===== src/rtl/pacman_motion_ctrl_pkg.sv =====
// Shared definitions for the Pac-Man motion engine: direction codes, tile encoding, FSM states.
package pacman_motion_ctrl_pkg;

  localparam logic [1:0] DIR_R = 2'd0;
  localparam logic [1:0] DIR_D = 2'd1;
  localparam logic [1:0] DIR_L = 2'd2;
  localparam logic [1:0] DIR_U = 2'd3;

  localparam int         TILE_SHIFT = 4;
  localparam logic [1:0] TILE_EMPTY = 2'd0;

  typedef enum logic [3:0] {
    S_IDLE,
    S_ALIGN_CHK,
    S_RD_WANT,
    S_WAIT_W,
    S_EV_W,
    S_RD_CUR,
    S_WAIT_C,
    S_EV_C,
    S_MOVE,
    S_STOP
  } state_e;

  // R<->L and D<->U differ only in bit 1 of the encoding.
  function automatic logic [1:0] opposite_dir(input logic [1:0] d);
    return d ^ 2'd2;
  endfunction

endpackage


===== src/rtl/pacman_motion_ctrl_cell_lookup.sv =====
// Combinational neighbour-cell lookup: cell plus one step along dir, wrapped to the visible map.
module pacman_motion_ctrl_cell_lookup
  import pacman_motion_ctrl_pkg::*;
#(
  parameter int MAP_COLS = 30,
  parameter int MAP_ROWS = 30
) (
  input  logic [4:0] col,
  input  logic [4:0] row,
  input  logic [1:0] dir,
  output logic [9:0] addr
);

  localparam logic [4:0] LAST_COL = 5'(MAP_COLS - 1);
  localparam logic [4:0] LAST_ROW = 5'(MAP_ROWS - 1);

  logic [4:0] nb_col;
  logic [4:0] nb_row;

  always_comb begin
    nb_col = col;
    nb_row = row;
    case (dir)
      DIR_R:   nb_col = (col == LAST_COL) ? 5'd0 : col + 5'd1;
      DIR_L:   nb_col = (col == 5'd0) ? LAST_COL : col - 5'd1;
      DIR_D:   nb_row = (row == LAST_ROW) ? 5'd0 : row + 5'd1;
      default: nb_row = (row == 5'd0) ? LAST_ROW : row - 5'd1;
    endcase
    addr = {nb_row, nb_col};
  end

endmodule


===== src/rtl/pacman_motion_ctrl.sv =====
// Per-frame Pac-Man movement engine: wall checks against tile RAM, buffered turns,
// wrapped stepping and mouth animation for the sprite renderer.
module pacman_motion_ctrl
  import pacman_motion_ctrl_pkg::*;
#(
  parameter int MAP_COLS  = 30,
  parameter int MAP_ROWS  = 30,
  parameter int START_COL = 14,
  parameter int START_ROW = 17,
  parameter int SPEED     = 1,
  parameter int ANIM_DIV  = 4
) (
  input  logic       clk,
  input  logic       reset,
  input  logic       enable,
  input  logic       vsync,
  input  logic       joy_up,
  input  logic       joy_down,
  input  logic       joy_left,
  input  logic       joy_right,
  output logic       ram_rd,
  output logic [9:0] ram_addr,
  input  logic [7:0] ram_dout,
  output logic [8:0] pac_x,
  output logic [8:0] pac_y,
  output logic [1:0] pac_dir,
  output logic       moving,
  output logic [1:0] anim_frame
);

  localparam logic [8:0] X_SPAN    = 9'(MAP_COLS * 16);
  localparam logic [8:0] Y_SPAN    = 9'(MAP_ROWS * 16);
  localparam logic [8:0] X_START   = 9'(START_COL * 16);
  localparam logic [8:0] Y_START   = 9'(START_ROW * 16);
  localparam logic [8:0] SPD       = 9'(SPEED);
  localparam logic [7:0] ANIM_LAST = 8'(ANIM_DIV - 1);

  state_e     state_q, state_d;
  logic [2:0] vs_sh_q, vs_sh_d;
  logic [1:0] want_dir_q, want_dir_d;
  logic [1:0] chk_dir_q, chk_dir_d;
  logic [8:0] pac_x_q, pac_x_d;
  logic [8:0] pac_y_q, pac_y_d;
  logic [1:0] pac_dir_q, pac_dir_d;
  logic       moving_q, moving_d;
  logic [1:0] anim_q, anim_d;
  logic [7:0] anim_cnt_q, anim_cnt_d;
  logic [9:0] ram_addr_q, ram_addr_d;
  logic [1:0] tile_q, tile_d;

  logic       tick;
  logic       aligned;
  logic [4:0] cur_col;
  logic [4:0] cur_row;
  logic [9:0] want_addr;
  logic [9:0] cur_addr;
  logic       unused_dout;

  assign tick        = vs_sh_q[1] & ~vs_sh_q[2];
  assign aligned     = (pac_x_q[TILE_SHIFT-1:0] == '0) && (pac_y_q[TILE_SHIFT-1:0] == '0);
  assign cur_col     = pac_x_q[8:TILE_SHIFT];
  assign cur_row     = pac_y_q[8:TILE_SHIFT];
  assign unused_dout = ^ram_dout[7:2];

  pacman_motion_ctrl_cell_lookup #(.MAP_COLS(MAP_COLS), .MAP_ROWS(MAP_ROWS)) u_want_lookup (
    .col (cur_col),
    .row (cur_row),
    .dir (want_dir_q),
    .addr(want_addr)
  );

  pacman_motion_ctrl_cell_lookup #(.MAP_COLS(MAP_COLS), .MAP_ROWS(MAP_ROWS)) u_cur_lookup (
    .col (cur_col),
    .row (cur_row),
    .dir (pac_dir_q),
    .addr(cur_addr)
  );

  always_comb begin
    state_d    = state_q;
    vs_sh_d    = {vs_sh_q[1:0], vsync};
    want_dir_d = want_dir_q;
    chk_dir_d  = chk_dir_q;
    pac_x_d    = pac_x_q;
    pac_y_d    = pac_y_q;
    pac_dir_d  = pac_dir_q;
    moving_d   = moving_q;
    anim_d     = anim_q;
    anim_cnt_d = anim_cnt_q;
    ram_addr_d = ram_addr_q;
    tile_d     = tile_q;

    if (joy_up)         want_dir_d = DIR_U;
    else if (joy_down)  want_dir_d = DIR_D;
    else if (joy_left)  want_dir_d = DIR_L;
    else if (joy_right) want_dir_d = DIR_R;

    case (state_q)
      S_IDLE: if (tick && enable) state_d = S_ALIGN_CHK;
      S_ALIGN_CHK: begin
        if (want_dir_q == opposite_dir(pac_dir_q)) begin
          pac_dir_d = want_dir_q;
          state_d   = S_MOVE;
        end else if (!aligned) begin
          state_d = S_MOVE;
        end else begin
          // Remember the direction actually checked so a joystick change mid-check cannot turn us unverified.
          chk_dir_d  = want_dir_q;
          ram_addr_d = want_addr;
          state_d    = S_RD_WANT;
        end
      end
      S_RD_WANT: state_d = S_WAIT_W;
      S_WAIT_W: begin
        tile_d  = ram_dout[1:0];
        state_d = S_EV_W;
      end
      S_EV_W: begin
        if (tile_q == TILE_EMPTY) begin
          pac_dir_d = chk_dir_q;
          state_d   = S_MOVE;
        end else begin
          ram_addr_d = cur_addr;
          state_d    = S_RD_CUR;
        end
      end
      S_RD_CUR: state_d = S_WAIT_C;
      S_WAIT_C: begin
        tile_d  = ram_dout[1:0];
        state_d = S_EV_C;
      end
      S_EV_C: state_d = (tile_q == TILE_EMPTY) ? S_MOVE : S_STOP;
      S_MOVE: begin
        case (pac_dir_q)
          DIR_R:   pac_x_d = (pac_x_q >= X_SPAN - SPD) ? pac_x_q + SPD - X_SPAN : pac_x_q + SPD;
          DIR_L:   pac_x_d = (pac_x_q < SPD) ? pac_x_q + X_SPAN - SPD : pac_x_q - SPD;
          DIR_D:   pac_y_d = (pac_y_q >= Y_SPAN - SPD) ? pac_y_q + SPD - Y_SPAN : pac_y_q + SPD;
          default: pac_y_d = (pac_y_q < SPD) ? pac_y_q + Y_SPAN - SPD : pac_y_q - SPD;
        endcase
        moving_d = 1'b1;
        if (anim_cnt_q == ANIM_LAST) begin
          anim_cnt_d = 8'd0;
          anim_d     = anim_q + 2'd1;
        end else begin
          anim_cnt_d = anim_cnt_q + 8'd1;
        end
        state_d = S_IDLE;
      end
      S_STOP: begin
        moving_d = 1'b0;
        state_d  = S_IDLE;
      end
      default: state_d = S_IDLE;
    endcase
  end

  always_ff @(posedge clk or posedge reset) begin
    if (reset) begin
      state_q    <= S_IDLE;
      vs_sh_q    <= '0;
      want_dir_q <= DIR_L;
      chk_dir_q  <= DIR_L;
      pac_x_q    <= X_START;
      pac_y_q    <= Y_START;
      pac_dir_q  <= DIR_L;
      moving_q   <= 1'b0;
      anim_q     <= '0;
      anim_cnt_q <= '0;
      ram_addr_q <= '0;
      tile_q     <= '0;
    end else begin
      state_q    <= state_d;
      vs_sh_q    <= vs_sh_d;
      want_dir_q <= want_dir_d;
      chk_dir_q  <= chk_dir_d;
      pac_x_q    <= pac_x_d;
      pac_y_q    <= pac_y_d;
      pac_dir_q  <= pac_dir_d;
      moving_q   <= moving_d;
      anim_q     <= anim_d;
      anim_cnt_q <= anim_cnt_d;
      ram_addr_q <= ram_addr_d;
      tile_q     <= tile_d;
    end
  end

  assign ram_rd     = (state_q == S_RD_WANT) || (state_q == S_RD_CUR);
  assign ram_addr   = ram_addr_q;
  assign pac_x      = pac_x_q;
  assign pac_y      = pac_y_q;
  assign pac_dir    = pac_dir_q;
  assign moving     = moving_q;
  assign anim_frame = anim_q;

endmodule


===== config.mk =====
export PLATFORM = sky130hd
export DESIGN_NAME = pacman_motion_ctrl
export DESIGN_NICKNAME = d
export VERILOG_FILES = /design/src/rtl/pacman_motion_ctrl_pkg.sv /design/src/rtl/pacman_motion_ctrl_cell_lookup.sv /design/src/rtl/pacman_motion_ctrl.sv
export SDC_FILE = /design/constraint.sdc
export NUM_CORES = 1
export LEC_CHECK = 0
export ABC_AREA = 1
export CELL_PAD_IN_SITES_DETAIL_PLACEMENT = 1
export CELL_PAD_IN_SITES_GLOBAL_PLACEMENT = 2
export CORE_ASPECT_RATIO = 1.4
export CORE_MARGIN = 8
export CORE_UTILIZATION = 32
export CTS_BUF_LIST = sky130_fd_sc_hd__clkbuf_8 sky130_fd_sc_hd__clkbuf_16
export DETAILED_ROUTE_END_ITERATION = 16
export HOLD_SLACK_MARGIN = 0.03
export MAX_ROUTING_LAYER = met4
export PLACE_DENSITY_LB_ADDON = 0.3
export SLEW_MARGIN = 10
export SYNTH_ARGS = -nofsm -noshare
export SYNTH_HDL_FRONTEND = slang
export SYNTH_SLANG_ARGS = --single-unit

===== constraint.sdc =====
create_clock -name clk -period 2.5 [get_ports clk]
set_clock_uncertainty 0.05 [all_clocks]
set_input_delay 0.75 -clock clk [delete_from_list [all_inputs] [get_ports clk]]
set_output_delay 0.75 -clock clk [all_outputs]
set_load 0.02 [all_outputs]

Yosys cells after proc, flatten, opt, wreduce, memory -nomap -nowiden
Cells that the tools add are included.

word-level totals
  register bits after elaboration = 54
  input bits = 16
  output and inout port bits = 34
  word-level logic and storage cells = 117

cells by class
  $add $sub $neg = 16
  magnitude comparators = 4
  equality and inequality tests = 23
  multiplexer cells = 33
  bitwise operators = 5
  reductions and logical operators = 24

operators with widths
  operator               count
  $pmux W5 S2            4
  $mux W9                4
  $pmux W9 S2            2
  $sub A9 B1 Y9 const B  4
  $pmux W4 S8            1
  $mux W10               3
  $mux W5                4
  $pmux W10 S2           1
  $add A9 B1 Y9 const B  2
  $add A9 B9 Y9 const B  2
  $ge A9 B9 Y1 const B   2
  $lt A9 B1 Y1 const B   2
  $sub A9 B9 Y9 const B  2
  $eq A4 B3 Y1 const B   4
  $mux W4                4
  $logic_not A4 Y1       3
  $mux W2                6
  $ne A2 B2 Y1 const B   6
  $add A5 B1 Y5 const B  2
  $eq A5 B5 Y1 const B   2
  $logic_not A5 Y1       2
  $sub A5 B1 Y5 const B  2
  $add A8 B1 Y8 const B  1
  $eq A4 B2 Y1 const B   2
  other kinds (22)       38

Depth between registers and ports, before layout
  depth in word-level cells = 6
  mapped depth = 14
  gate-level depth less buffers = 14

By module
From an unflattened synthesis, not the netlist that was laid out.

second synthesis, totals
  cell total of the unflattened synthesis = 652
  area, all modules = 4461.8 um2

by module, submodules not included
  module                          times used  cells an instance  area each (um2)  sequential area each (um2)
  pacman_motion_ctrl              1           430                3325.7           1361.3
  pacman_motion_ctrl_cell_lookup  2           111                568.0            0.0

Worst setup path before layout
OpenSTA, ideal clock, no wires.

  kind = register -> register
  from = register pac_y_q[4] (netlist: pac_y[4])
  to = register ram_addr_q[7] (netlist: ram_addr[7])
  library setup time = 0.117 ns
  arrival time = 1.694 ns
  data required time = 2.333 ns
  setup slack = 0.639 ns
  stages on the path, launching flop included = 9
  path buffers = 0
  clock period less this slack = 1.861 ns
  cells stage by stage = dfstp_2 -> clkinv_1 -> ha_1 -> xnor2_1 -> nor2_1 -> a21oi_1 -> o211ai_1 -> nand3_1 -> nand2_1

between the ends
  longest elaborated chain between the ends = 6
  elaborated cells on any way between the ends = 12
  classes of those cells = add/sub: 2; eq/ne: 1; mux: 8; reduce/logical: 1

ends and longest elaborated chain
  item                                   RTL line                                                                    text
  start: declaration                     pacman_motion_ctrl.sv:43                                                    logic [8:0] pac_y_q, pac_y_d;
  start signal: assignment               pacman_motion_ctrl.sv:177                                                   pac_y_q <= pac_y_d;
  $sub A5 B1 Y5 (tied with other cells)  pacman_motion_ctrl_cell_lookup.sv:27                                        default: nb_row = (row == 5'd0) ? LAST_ROW : row - 5'd1;
  $mux W5 (on tied branches)             pacman_motion_ctrl_cell_lookup.sv:27, pacman_motion_ctrl_cell_lookup.sv:26
  $pmux W5 S2                            pacman_motion_ctrl_cell_lookup.sv:23                                        case (dir)
  $mux W10                               pacman_motion_ctrl.sv:104                                                   end else if (!aligned) begin
  $mux W10                               pacman_motion_ctrl.sv:101                                                   if (want_dir_q == opposite_dir(pac_dir_q)) begin
  $pmux W10 S2 (*)                       pacman_motion_ctrl.sv:98                                                    case (state_q)
  end signal: assignment                 pacman_motion_ctrl.sv:182                                                   ram_addr_q <= ram_addr_d;
  end: declaration                       pacman_motion_ctrl.sv:48                                                    logic [9:0] ram_addr_q, ram_addr_d;

Every way passes the cells marked *; elsewhere a longest branch is shown, timed or not. The select of a mux whose other input is x is not followed.
A chain may end at the register's enable or synchronous reset.

Final worst setup path
  from = register pac_x_q[6] (netlist: pac_x[6])
  to = output port pac_x[6]

RTL lines
  item                      RTL line                   text
  start: declaration        pacman_motion_ctrl.sv:42   logic [8:0] pac_x_q, pac_x_d;
  start signal: assignment  pacman_motion_ctrl.sv:176  pac_x_q <= pac_x_d;
  end: declaration          pacman_motion_ctrl.sv:24   output logic [8:0] pac_x,

No word-level cell between the ends.

==> results_dict.tcl <==
set metrics [dict create \
    yosys-top-cells-count "nand2_1, nand3_1, inv_1" \
    crit_type "reg2out" \
    timing.fmax_mhz 412 \
    synth_top_flop_cell "dfrtp_1" \
    p_total_mw 6.10 \
    fin_tns_setup_ns 0 \
    core_area_sq_um 12300 \
    drt_iter0_drc 115 \
    place_congestion 0.840 \
    critPathCapture "pac_x[6]" \
    grt_pass1_vias 4322 \
    synth_area_sq_um 3980 \
    cts_inserted_buffers 5 \
    postCtsSetupRepairBufs 0 \
    syn_nets 587 \
    synth-simple-area-share 0.345 \
    final_area_sq_um 4790 \
    num_rows 48 \
    cp.required_ns 1.70 \
    clkTransAtPathRegs_ns 0.07 \
    setup_viol 0 \
    clock_latency_ns 0.30 \
    relSlewSlack 0.714 \
    max_stage_delay_ns 0.67 \
    arrival_ns 1.63 \
    power.density_nw_per_um2 1270 \
    die_h_um 148 \
    root_buffer "clkbuf_16" \
    hold_violations 0 \
    cp.depth 1 \
    drt-pass1-iter-count 7 \
    ctsHoldBuffers 0 \
    critPathSlowestCell "dfstp_2" \
    area_growth_pct 20.3 \
    io_buffer_count 43 \
    routed_wirelength_um 12700 \
    crit_fanout 12 \
    path_cells "clkdlybuf4s50_1" \
    grt_max_degree 55 \
    cp_num_buf_inv 1 \
    cellLeakagePower_nw 2.28 \
    synth_edf_count 0 \
    worstReg2RegStart "pac_x[5]$_DFFE_PP1P_" \
    via_per_inst 5.22 \
    yosysWarnings 0 \
    reg2reg_depth 12 \
    vias 3943 \
    grt_pass1_wl_um 21300 \
    worstSetupStartpoint "pac_x[6]$_DFFE_PP1P_" \
    synth_top_area_share 0.289 \
    ys_ff_latch 54 \
    die_w_um 110 \
    antenna_cells 0 \
    cp-start-kind "flop" \
    synth-xor-area-share 0.0638 \
    postRouteAntennaNets 0 \
    synth_fa_ha_area_frac 0.0534 \
    ios 50 \
    postPlaceCellArea_sq_um 4630 \
    ctsHtreeMaxLevel 2 \
    r2r_slack_ns 0.44 \
    synth-compound-area-share 0.118 \
    yosys-mux-area-fraction 0 \
    initial_core_util 0.325 \
    wl_per_cell_um 16.9 \
    dieArea_sq_um 16300 \
    dp_cells 747 \
    cts_tree "built" \
    final_cells 755 \
    place_hpwl_um 9910 \
    drive_gt1_frac 0.101 \
    crit_family "flip-flops" \
    ys_top_cells_by_area "dfrtp_1, nand2_1, nand3_1" \
    synthArstFlopShare 1.00 \
    drc 0 \
    groute.usage.overall 0.168 \
    postSynthCellCount 554 \
    rsz0062_at_grt "no" \
    ys_seq_area_frac 0.342 \
    r2r_end "pac_x[8]$_DFFE_PP0P_" \
    clkSinkCount 54 \
    synth.most_common_cell "nand2_1" \
    grt-ovfl-total 0 \
    finalCritPeriodShare 0.970 \
    maxCapViolations 0 \
    synth_top_family_by_area "simple AND/OR/NAND/NOR gates" \
    clockBufferDepth 2 \
    status "finished clean" \
    fin_crit_ns 2.43 \
    nNetsFinal 637 \
    maxSlewViolCount 0 \
    ys_types 38 \
    syn_area_per_cell_sq_um 7.18 \
    cp-end-kind "output pin" \
    vdd_drop_max_mv 0.522 \
    post-synth-top-area-cell "dfrtp_1" \
    antenna_found_initial 0 \
    hold_class "reg2reg" \
    worst_pin_slew_ns 0.427 \
]
## through the flow
stage / hold slack [ns] / setup WS, ns / utilization
4_1_cts: 0.305 / 0.0592 / 0.391
5_1_grt: 0.321 / 0.0237 / 0.391
3_5_place_dp: 0.287 / 0.148 / 0.378
2_1_floorplan: 0.281 / 0.399 / -
3_3_place_gp: 0.282 / 0.172 / 0.378
6_report: 0.302 / 0.0741 / 0.391
## placed cells by master (no fill, tap or decap), types with 10 or more instances in the layout
cell	instances
inv_1	51
nor2_1	49
ha_1	17
xor2_1	24
buf_4	12
dfrtp_1	46
o2111ai_1	10
clkdlybuf4s50_1	42
nand3_1	66
nand2_1	151
o21ai_0	26
a21oi_1	24
## sequential cells by signal (all words and copies together), names as in the netlist
register / flops
pac_x: 9
anim_frame: 2
state_q: 4
ram_addr: 10
moving: 1
pac_y: 9
vs_sh_q: 3
want_dir_q: 2
tile_q: 2
anim_cnt_q: 8
pac_dir: 2
chk_dir_q: 2
## layer usage
layer  routed length (um)  global-route usage  vias up
met4                  325              0.0582        0
met5                    0                   -        -
met2                 7090               0.311       59
met3                  321              0.0183       20
met1                 5000               0.177     1942
li1                     -                   -     1922
## what timing repair did
action / 4_1_cts / 5_1_grt
hold endpoints to repair: 0 / 0
setup endpoints to repair: 1 / 0
resized for setup: 1 / 0
## where the power goes
part	switching, mW	internal, mW	total (mW)
clock	0.354	0.404	0.757
sequential	0.403	1.24	1.65
combinational	2.32	1.38	3.70
total	3.08	3.03	6.10
## cell type report
type                            count  area [sq um]
Fill cell                        1570          7460
Multi-Input combinational cell    425          2310
Sequential cell                    54          1360
Timing Repair Buffer               56           539
Inverter                           62           235
Tap cell                          150           188
Clock buffer                        6           139
Clock inverter                      2          17.5
## worst min path at each step
stage / start / endpoint / slack [ns] / depth (start not counted)
floorplan: vs_sh_q[0]$_DFF_PP0_ / vs_sh_q[1]$_DFF_PP0_ / 0.28 / 0
global placement: vs_sh_q[0]$_DFF_PP0_ / vs_sh_q[1]$_DFF_PP0_ / 0.28 / 0
detailed placement: vs_sh_q[0]$_DFF_PP0_ / vs_sh_q[1]$_DFF_PP0_ / 0.29 / 0
CTS: vs_sh_q[0]$_DFF_PP0_ / vs_sh_q[1]$_DFF_PP0_ / 0.30 / 0
global route: vs_sh_q[0]$_DFF_PP0_ / vs_sh_q[1]$_DFF_PP0_ / 0.32 / 0
finish: vs_sh_q[0]$_DFF_PP0_ / vs_sh_q[1]$_DFF_PP0_ / 0.30 / 0
## kinds of logic after synthesis
kind of cell	Yosys count
DFF	54
and+or+nand+nor	303
buffers and inverters	75
adders and majority gates	17
xor gates and xnor gates	29
AOI/OAI and AO/OA	76
No activity file was read; power rests on OpenSTA's default activity.
